<file path="src/rtl/rr_starve_arbiter.sv">
// Round-robin arbiter for one single-flit resource slot, with per-requester wait counters that promote starving requesters to absolute priority.
// Optional ARB_STATS_EN adds saturating grant / starvation-win counters.
module rr_starve_arbiter #(
  parameter int N            = 4,
  parameter int STARVE_LIMIT = 8,
  parameter int CW           = 4,
  localparam int IW          = (N > 1) ? $clog2(N) : 1
) (
  input  logic          clk,
  input  logic          reset,
  input  logic [N-1:0]  req,
  input  logic          res_ready,
  output logic [N-1:0]  grant,
  output logic          grant_valid,
  output logic [IW-1:0] grant_idx,
  output logic [N-1:0]  starving
`ifdef ARB_STATS_EN
  ,
  output logic [15:0]   stat_grants,
  output logic [15:0]   stat_starve_wins
`endif
);

  localparam logic [CW-1:0] CNT_MAX = {CW{1'b1}};
  localparam logic [CW-1:0] LIMIT   = CW'(STARVE_LIMIT);

  logic [N-1:0]  grant_q, grant_d;
  logic [IW-1:0] idx_q, idx_d;
  logic [IW-1:0] ptr_q, ptr_d;
  logic [N-1:0]  starving_q, starving_d;
  logic [CW-1:0] cnt_q [N];
  logic [CW-1:0] cnt_d [N];

  logic [N-1:0]  elig;
  logic [N-1:0]  starve_set;
  logic          sel;
  logic          starve_win;
  logic          found;
  logic [IW-1:0] winner;
  int            j;

  always_comb begin
    // A requester holding grant is masked so it cannot win again while it drops req.
    elig       = req & ~grant_q;
    starve_set = elig & starving_q;
    sel        = res_ready && (|elig);
    starve_win = |starve_set;
    winner     = '0;
    found      = 1'b0;
    j          = 0;
    if (starve_win) begin
      for (int i = N - 1; i >= 0; i--) begin
        if (starve_set[i]) winner = IW'(i);
      end
    end else begin
      for (int k = 0; k < N; k++) begin
        j = int'(ptr_q) + k;
        if (j >= N) j = j - N;
        if (!found && elig[j]) begin
          winner = IW'(j);
          found  = 1'b1;
        end
      end
    end
  end

  always_comb begin
    grant_d = '0;
    idx_d   = '0;
    ptr_d   = ptr_q;
    if (sel) begin
      grant_d = N'(1) << winner;
      idx_d   = winner;
      ptr_d   = (winner == IW'(N - 1)) ? '0 : winner + 1'b1;
    end
  end

  always_comb begin
    for (int i = 0; i < N; i++) begin
      cnt_d[i] = cnt_q[i];
      if (!req[i] || (sel && (winner == IW'(i)))) begin
        cnt_d[i] = '0;
      end else if (elig[i] && (cnt_q[i] != CNT_MAX)) begin
        cnt_d[i] = cnt_q[i] + 1'b1;
      end
      starving_d[i] = (cnt_d[i] >= LIMIT);
    end
  end

  always_ff @(posedge clk) begin
    if (!reset) begin
      grant_q    <= '0;
      idx_q      <= '0;
      ptr_q      <= '0;
      starving_q <= '0;
      for (int i = 0; i < N; i++) cnt_q[i] <= '0;
    end else begin
      grant_q    <= grant_d;
      idx_q      <= idx_d;
      ptr_q      <= ptr_d;
      starving_q <= starving_d;
      for (int i = 0; i < N; i++) cnt_q[i] <= cnt_d[i];
    end
  end

  assign grant       = grant_q;
  assign grant_valid = |grant_q;
  assign grant_idx   = idx_q;
  assign starving    = starving_q;

`ifdef ARB_STATS_EN
  logic [15:0] stat_grants_q, stat_grants_d;
  logic [15:0] stat_starve_q, stat_starve_d;

  // Counters track the grant being issued, so they line up with grant_valid.
  always_comb begin
    stat_grants_d = stat_grants_q;
    stat_starve_d = stat_starve_q;
    if (sel && (stat_grants_q != 16'hFFFF)) stat_grants_d = stat_grants_q + 16'd1;
    if (sel && starve_win && (stat_starve_q != 16'hFFFF)) stat_starve_d = stat_starve_q + 16'd1;
  end

  always_ff @(posedge clk) begin
    if (!reset) begin
      stat_grants_q <= '0;
      stat_starve_q <= '0;
    end else begin
      stat_grants_q <= stat_grants_d;
      stat_starve_q <= stat_starve_d;
    end
  end

  assign stat_grants      = stat_grants_q;
  assign stat_starve_wins = stat_starve_q;
`endif

endmodule

</file>
<file path="config.mk">
export PLATFORM = sky130hd
export DESIGN_NAME = rr_starve_arbiter
export DESIGN_NICKNAME = d
export VERILOG_FILES = /design/src/rtl/rr_starve_arbiter.sv
export SDC_FILE = /design/constraint.sdc
export NUM_CORES = 1
export LEC_CHECK = 0
export CAP_MARGIN = 40
export CORE_UTILIZATION = 49
export CTS_BUF_LIST = sky130_fd_sc_hd__clkbuf_4 sky130_fd_sc_hd__clkbuf_8
export DETAILED_ROUTE_END_ITERATION = 16
export PLACE_DENSITY = 0.8
export SLEW_MARGIN = 20
export SYNTH_ARGS = -nofsm -noshare
export SYNTH_HDL_FRONTEND = slang
export SYNTH_SLANG_ARGS = --single-unit
</file>
<file path="constraint.sdc">
create_clock -name clk -period 4.05 [get_ports clk]
set_input_delay 0.81 -clock clk [delete_from_list [all_inputs] [get_ports clk]]
set_output_delay 0.81 -clock clk [all_outputs]
set_load 0.01 [all_outputs]
</file>
**Yosys cells after proc, flatten, opt, wreduce, memory -nomap -nowiden**

Memories as Yosys holds them, arrays and structs flattened.
Cells that the tools add are included.

- Logic and storage cells: 122
- Memories: 1
- Bits in writable memories: 16
- Output and inout bits: 11
- Latch bits: 0
- Input bits: 7
- Flip-flop bits (word level): 12
- ROM bits: 0

- Mux-type cells: 50
- Shift-type cells: 1
- Bitwise gates (word level): 7
- $mul: 0
- Reduce and logical (&&, ||, !) cells: 28
- Div/mod/pow operators: 0
- Add/subtract/negate cells: 12
- Order comparisons: 12
- Equal/unequal tests: 7

Memories:

| memory | depth | width | read ports | clocked after Yosys merged registers in | wr ports | line | RTL |
|---|---|---|---|---|---|---|---|
| cnt_q | 4 | 4 | 4 | 0 | 4 | 31 | `logic [CW-1:0] cnt_q [N];` |

Operators by type and width:

| kind | number |
|---|---|
| 32-bit two-way mux | 8 |
| 32-bit by 4-bit less-than comparator with 1-bit output, second input constant | 4 |
| 4-bit two-way mux | 12 |
| 2-bit two-way mux | 10 |
| 4-bit by 1-bit adder with 4-bit output, second input constant | 4 |
| 4-bit greater-or-equal comparator, second input constant | 4 |
| 1-bit two-way mux | 16 |
| 4-bit inequality test, second input constant | 4 |
| 1-bit logical AND | 12 |
| 4-bit OR reduction | 3 |
| 3-bit by 3-bit subtractor with 4-bit output, second input constant | 3 |
| 3-bit greater-or-equal comparator, second input constant | 3 |
| 4-bit AND | 2 |
| 1-bit binary-select mux with 2-bit select | 4 |
| 1-bit logical NOT | 7 |
| 2-bit by 2-bit adder with 3-bit output, second input constant | 2 |
| 2-bit equality test, second input constant | 2 |
| 1-bit logical OR | 4 |
| 4-bit inverter | 1 |
| 1-bit bitwise OR | 4 |
| 1-bit by 2-bit left shift with 4-bit output, first input constant | 1 |
| 2-bit by 3-bit subtractor with 4-bit output, second input constant | 1 |
| 2-bit by 1-bit adder with 3-bit output, second input constant | 1 |
| 2-bit by 3-bit greater-or-equal comparator with 1-bit output, second input constant | 1 |
| other kinds (4) | 4 |

**Depth between registers and ports, before layout**

- Depth after elaboration: 27
- Gate-level depth with buffers: 10
- Depth with buffers taken out: 9

**Worst setup path after synthesis**

Ideal clock, no wire load.

- Kind: input to register
- From: input port req[0]
- To: memory cnt_q[0][2]
- Stages on the path: 10
- Slack: 1.688 ns
- Library setup time: 0.073 ns
- Buffers on the path: 1
- Arrival time: 2.289 ns
- Data required time: 3.977 ns
- Cell sequence: nor2b_4 buf_6 maj3_2 a2bb2oi_2 a31oi_4 inv_1 ha_1 nand2_2 nand3_2 nor3_2

RTL lines:

| element | line | RTL |
|---|---|---|
| start, declared | 11 | `input logic [N-1:0] req,` |
| end, declared | 31 |  |

==> results_tabular.tex <==
\begin{tabular}{lr}
\hline
Metric & Value \\
\hline
\multicolumn{2}{l}{\textbf{Route}} \\
Aggregate routed wire length & 2.74 mm \\
Vias & 1155 \\
Number of nets with antenna violations after detailed routing & 0 \\
Pre-antenna DRT Iters & 10 \\
Average wire length per cell after detail routing & 13.8 um \\
Initial drt markers & 39 \\
DR vias/cell & 5.83 \\
Detailed-route DRC error count & 4 \\
\multicolumn{2}{l}{\textbf{Logic synthesis}} \\
Total of warnings raised by yosys & 0 \\
Cell Area, Synth & $\sim$0.0015 sq mm \\
Share of the yosys chip area belonging to registers & 35.5\% \\
Flip-flop cell with the highest count after synthesis & sky130\_fd\_sc\_hd\_\_dfxtp\_1 \\
Number of enable flip-flop cells after synthesis & 0 \\
Syn avg cell area & 9.58 sq um \\
Most repeated cell in the gate-level netlist after synthesis & sky130\_fd\_sc\_hd\_\_dfxtp\_1 \\
Synthesized netlist cell count & 153 \\
Largest cells by area after synthesis & sky130\_fd\_sc\_hd\_\_dfxtp\_1 (35\%), sky130\_fd\_sc\_hd\_\_ha\_1 (6.8\%), sky130\_fd\_sc\_hd\_\_nor2\_1 (4.4\%) \\
Library cells used by synthesis & 48 \\
Cell type contributing the most total cell area after synthesis & sky130\_fd\_sc\_hd\_\_dfxtp\_1 \\
Asr flop ratio synth & 0\% \\
Most frequent cells after synthesis & sky130\_fd\_sc\_hd\_\_dfxtp\_1 (26), sky130\_fd\_sc\_hd\_\_nor2\_1 (17), sky130\_fd\_sc\_hd\_\_nand2\_1 (10) \\
Net Count, Synth & 168 \\
Yosys reg bits & 26 \\
Fraction of synthesized cell area taken by the top area cell type & 35.5\% \\
\multicolumn{2}{l}{\textbf{Worst setup path}} \\
R2R setup slack & around 1.9 ns \\
Type of element launching the critical path & primary input \\
Largest stage delay on the critical path & 0.51 ns \\
Required time worst endpoint & 4.33 ns \\
Depth of the worst register-to-register path & 8 \\
R2r startpoint & grant[2] \\
Worst setup path end & cnt\_q[0][2] \\
Maximum net fanout on the critical path & 8 \\
Kind of critical path & primary input to flop \\
Cell breakdown of the critical path & clkdlybuf4s50\_1 > nor2b\_1 > a22o\_1 > nor2\_1 > a31oi\_4 > inv\_1 > ha\_1 > nand2\_2 > nand3\_2 > nor3\_2 \\
Element type at the critical path end & flop \\
Start point of the critical path & req[2] \\
Critical-path top delay cell & sky130\_fd\_sc\_hd\_\_clkdlybuf4s50\_1 \\
Capture point of the worst reg-to-reg path & cnt\_q[3][2] \\
Arrival time at the worst endpoint & 3.01 ns \\
\multicolumn{2}{l}{\textbf{Die}} \\
Total die area & about 0.0032 sq mm \\
Height of the chip & 56.7 um \\
Initial standard-cell utilization of the core & 52.3\% \\
I/O pin total & 18 \\
Floorplan core area & roughly 0.0028 sq mm \\
FP Rows & 19 \\
Die width & 56.7 um \\
\multicolumn{2}{l}{\textbf{Clocking}} \\
Post-CTS Setup Bufs & 0 \\
Clk Tree Root Cell & sky130\_fd\_sc\_hd\_\_clkbuf\_4 \\
Number of buffers inserted during clock tree synthesis & 3 \\
Buffer levels on the longest clock path & 2 \\
Hold buffer count at CTS & 0 \\
Clock tree from TritonCTS & done \\
Clock sinks & 26 \\
Clock slew at reported path FFs & 0.15 ns \\
Clk Latency, worst-skew pair & 0.34 ns \\
Count of instances resized after the clock tree is built & 0 \\
H-tree depth & 1 \\
\multicolumn{2}{l}{\textbf{GRT}} \\
Number of global-route vias before repair & around 1100 \\
Initial antenna violation count & 0 \\
Overall track demand over capacity in global routing & 18.6\% \\
Total gr overflow & 0 \\
Pin count of the biggest net entering global routing & 16 \\
Wire length of the first global-routing pass & 4.67 mm \\
\multicolumn{2}{l}{\textbf{Finish}} \\
Final Cell Area & 0.00167 sq mm \\
Net total in the final layout & between 150 and 200 \\
Antenna Cells & 0 \\
Final non-filler cell total & 198 \\
Share of post-route cells with drive strength above 1 & 15.6\% \\
Layout area overhead & 13.8\% \\
Core occupancy in the finished layout & 59.5\% \\
\multicolumn{2}{l}{\textbf{Timing}} \\
Unrepaired setup endpoints after global routing & no \\
Count of endpoints failing hold in the final timing report & 0 \\
Ratio of final minimum period to clock period & 67.5\% \\
Fin Hold WS & 0.489 ns \\
Transition time at the pin with the least slew margin & between 0.5 and 0.6 ns \\
Final min period & 2.73 ns \\
Number of slew-limit violations in the final report & 0 \\
Worst Skew & 0.00330 ns \\
Fmax & between 300 and 400 MHz \\
Relative slew margins & around 66\% \\
Final setup violating endpoints & 0 \\
Setup TNS & 0 ns \\
\multicolumn{2}{l}{\textbf{Power}} \\
Leak Pwr & 0.680 nW \\
Cell area power density & 364 mW/mm\^{}2 \\
Worst ir drop on vdd & 0.231 mV \\
\multicolumn{2}{l}{\textbf{Outcome}} \\
Failing checks & DRC \\
Outcome & complete, but fails checks \\
\multicolumn{2}{l}{\textbf{Placement}} \\
Sum of net half-perimeters after detailed placement & approximately 2.1 mm \\
Number of cells after detailed placement & 194 \\
Dpl cell area & 0.00162 sq mm \\
Routability cong. & 0.807 \\
Number of buffer cells added on primary ports & 17 \\
\multicolumn{2}{l}{\textbf{Job}} \\
Reported max-cap violation count & 0 \\
\multicolumn{2}{l}{\textbf{Worst hold path}} \\
Class of the most critical hold timing path & flop to flop \\
\hline
\end{tabular}
## where the power goes
part           switching [mW]  total (mW)  internal [mW]
sequential             0.0146       0.282          0.267
combinational          0.0744       0.140         0.0655
clock                  0.0862       0.186          0.100
## per-layer routing
metal / vias up / wire length (um) / GRT usage (%)
met2: 24 / 1300 / 31.3
li1: 568 / - / -
met3: 6 / 84 / 3.46
met1: 557 / 1320 / 23.9
met5: - / 0 / 0
met4: 0 / 37 / 5.71
## cell type report
class                           count  area [sq um]
Timing Repair Buffer               17           170
Fill cell                         245          1140
Clock buffer                        3          22.5
Inverter                            4          15.0
Tap cell                           31          38.8
Sequential cell                    26           520
Multi-Input combinational cell    116           872
Clock inverter                      1          30.0
## critical path, delay by kind of cell
kind            cells  cell delay, ns
compound gates      2            0.55
buf+inv             2            0.62
fa+ha+maj           1            0.20
simple gates        5            0.83
## logic make-up after synthesis
logic type,synth area share (%)
compound gates,12.7
xor+xnor,5.38
fa+ha+maj,8.28
buf+inv,5.03
flops,35.5
mux,2.05
simple gates,31.1
## how the worst min path moves through the flow
stage                           start     endpoint  slack, ns  cells after the start
after floorplan           cnt_q[1][1]  cnt_q[1][1]       0.45                      2
after global placement    cnt_q[0][1]  cnt_q[0][1]       0.46                      2
after detailed placement  cnt_q[0][1]  cnt_q[0][1]       0.47                      2
after CTS                 cnt_q[0][1]  cnt_q[0][1]       0.49                      2
after global routing      cnt_q[0][1]  cnt_q[0][1]       0.52                      2
final                     cnt_q[0][1]  cnt_q[0][1]       0.49                      2
## registers in the layout, summed over array words and instances, names as in the netlist
signal,count
cnt_q,14
grant,4
starving,4
grant_idx,2
ptr_q,2
## metrics by stage
step,setup slack [ns],power [mW]
CTS,1.34,0.608
global placement,1.04,0.422
finish,1.32,0.608
floorplan,1.69,0.392
global route,1.17,0.634
detailed placement,0.968,0.426
## cell usage in the layout (no fill, tap or decap), types with 2 or more instances in the layout
master and count:
sky130_fd_sc_hd__nand2_1 10, sky130_fd_sc_hd__ha_1 8, sky130_fd_sc_hd__clkbuf_4 3, sky130_fd_sc_hd__nor3_2 4, sky130_fd_sc_hd__nor2_1 17, sky130_fd_sc_hd__and4b_1 3
sky130_fd_sc_hd__a31oi_1 3, sky130_fd_sc_hd__nand2_2 2, sky130_fd_sc_hd__clkdlybuf4s50_1 17, sky130_fd_sc_hd__inv_1 3, sky130_fd_sc_hd__nand4_1 2, sky130_fd_sc_hd__nor3_1 6
sky130_fd_sc_hd__xor2_1 5, sky130_fd_sc_hd__nand3_2 4, sky130_fd_sc_hd__mux2i_1 3, sky130_fd_sc_hd__nor2b_4 2, sky130_fd_sc_hd__a21oi_1 5, sky130_fd_sc_hd__xnor2_1 4
sky130_fd_sc_hd__and2_1 2, sky130_fd_sc_hd__dfxtp_1 26, sky130_fd_sc_hd__nand3_1 7, sky130_fd_sc_hd__and3_1 3, sky130_fd_sc_hd__nand2b_1 3
No activity file was read; power rests on OpenSTA's default activity.
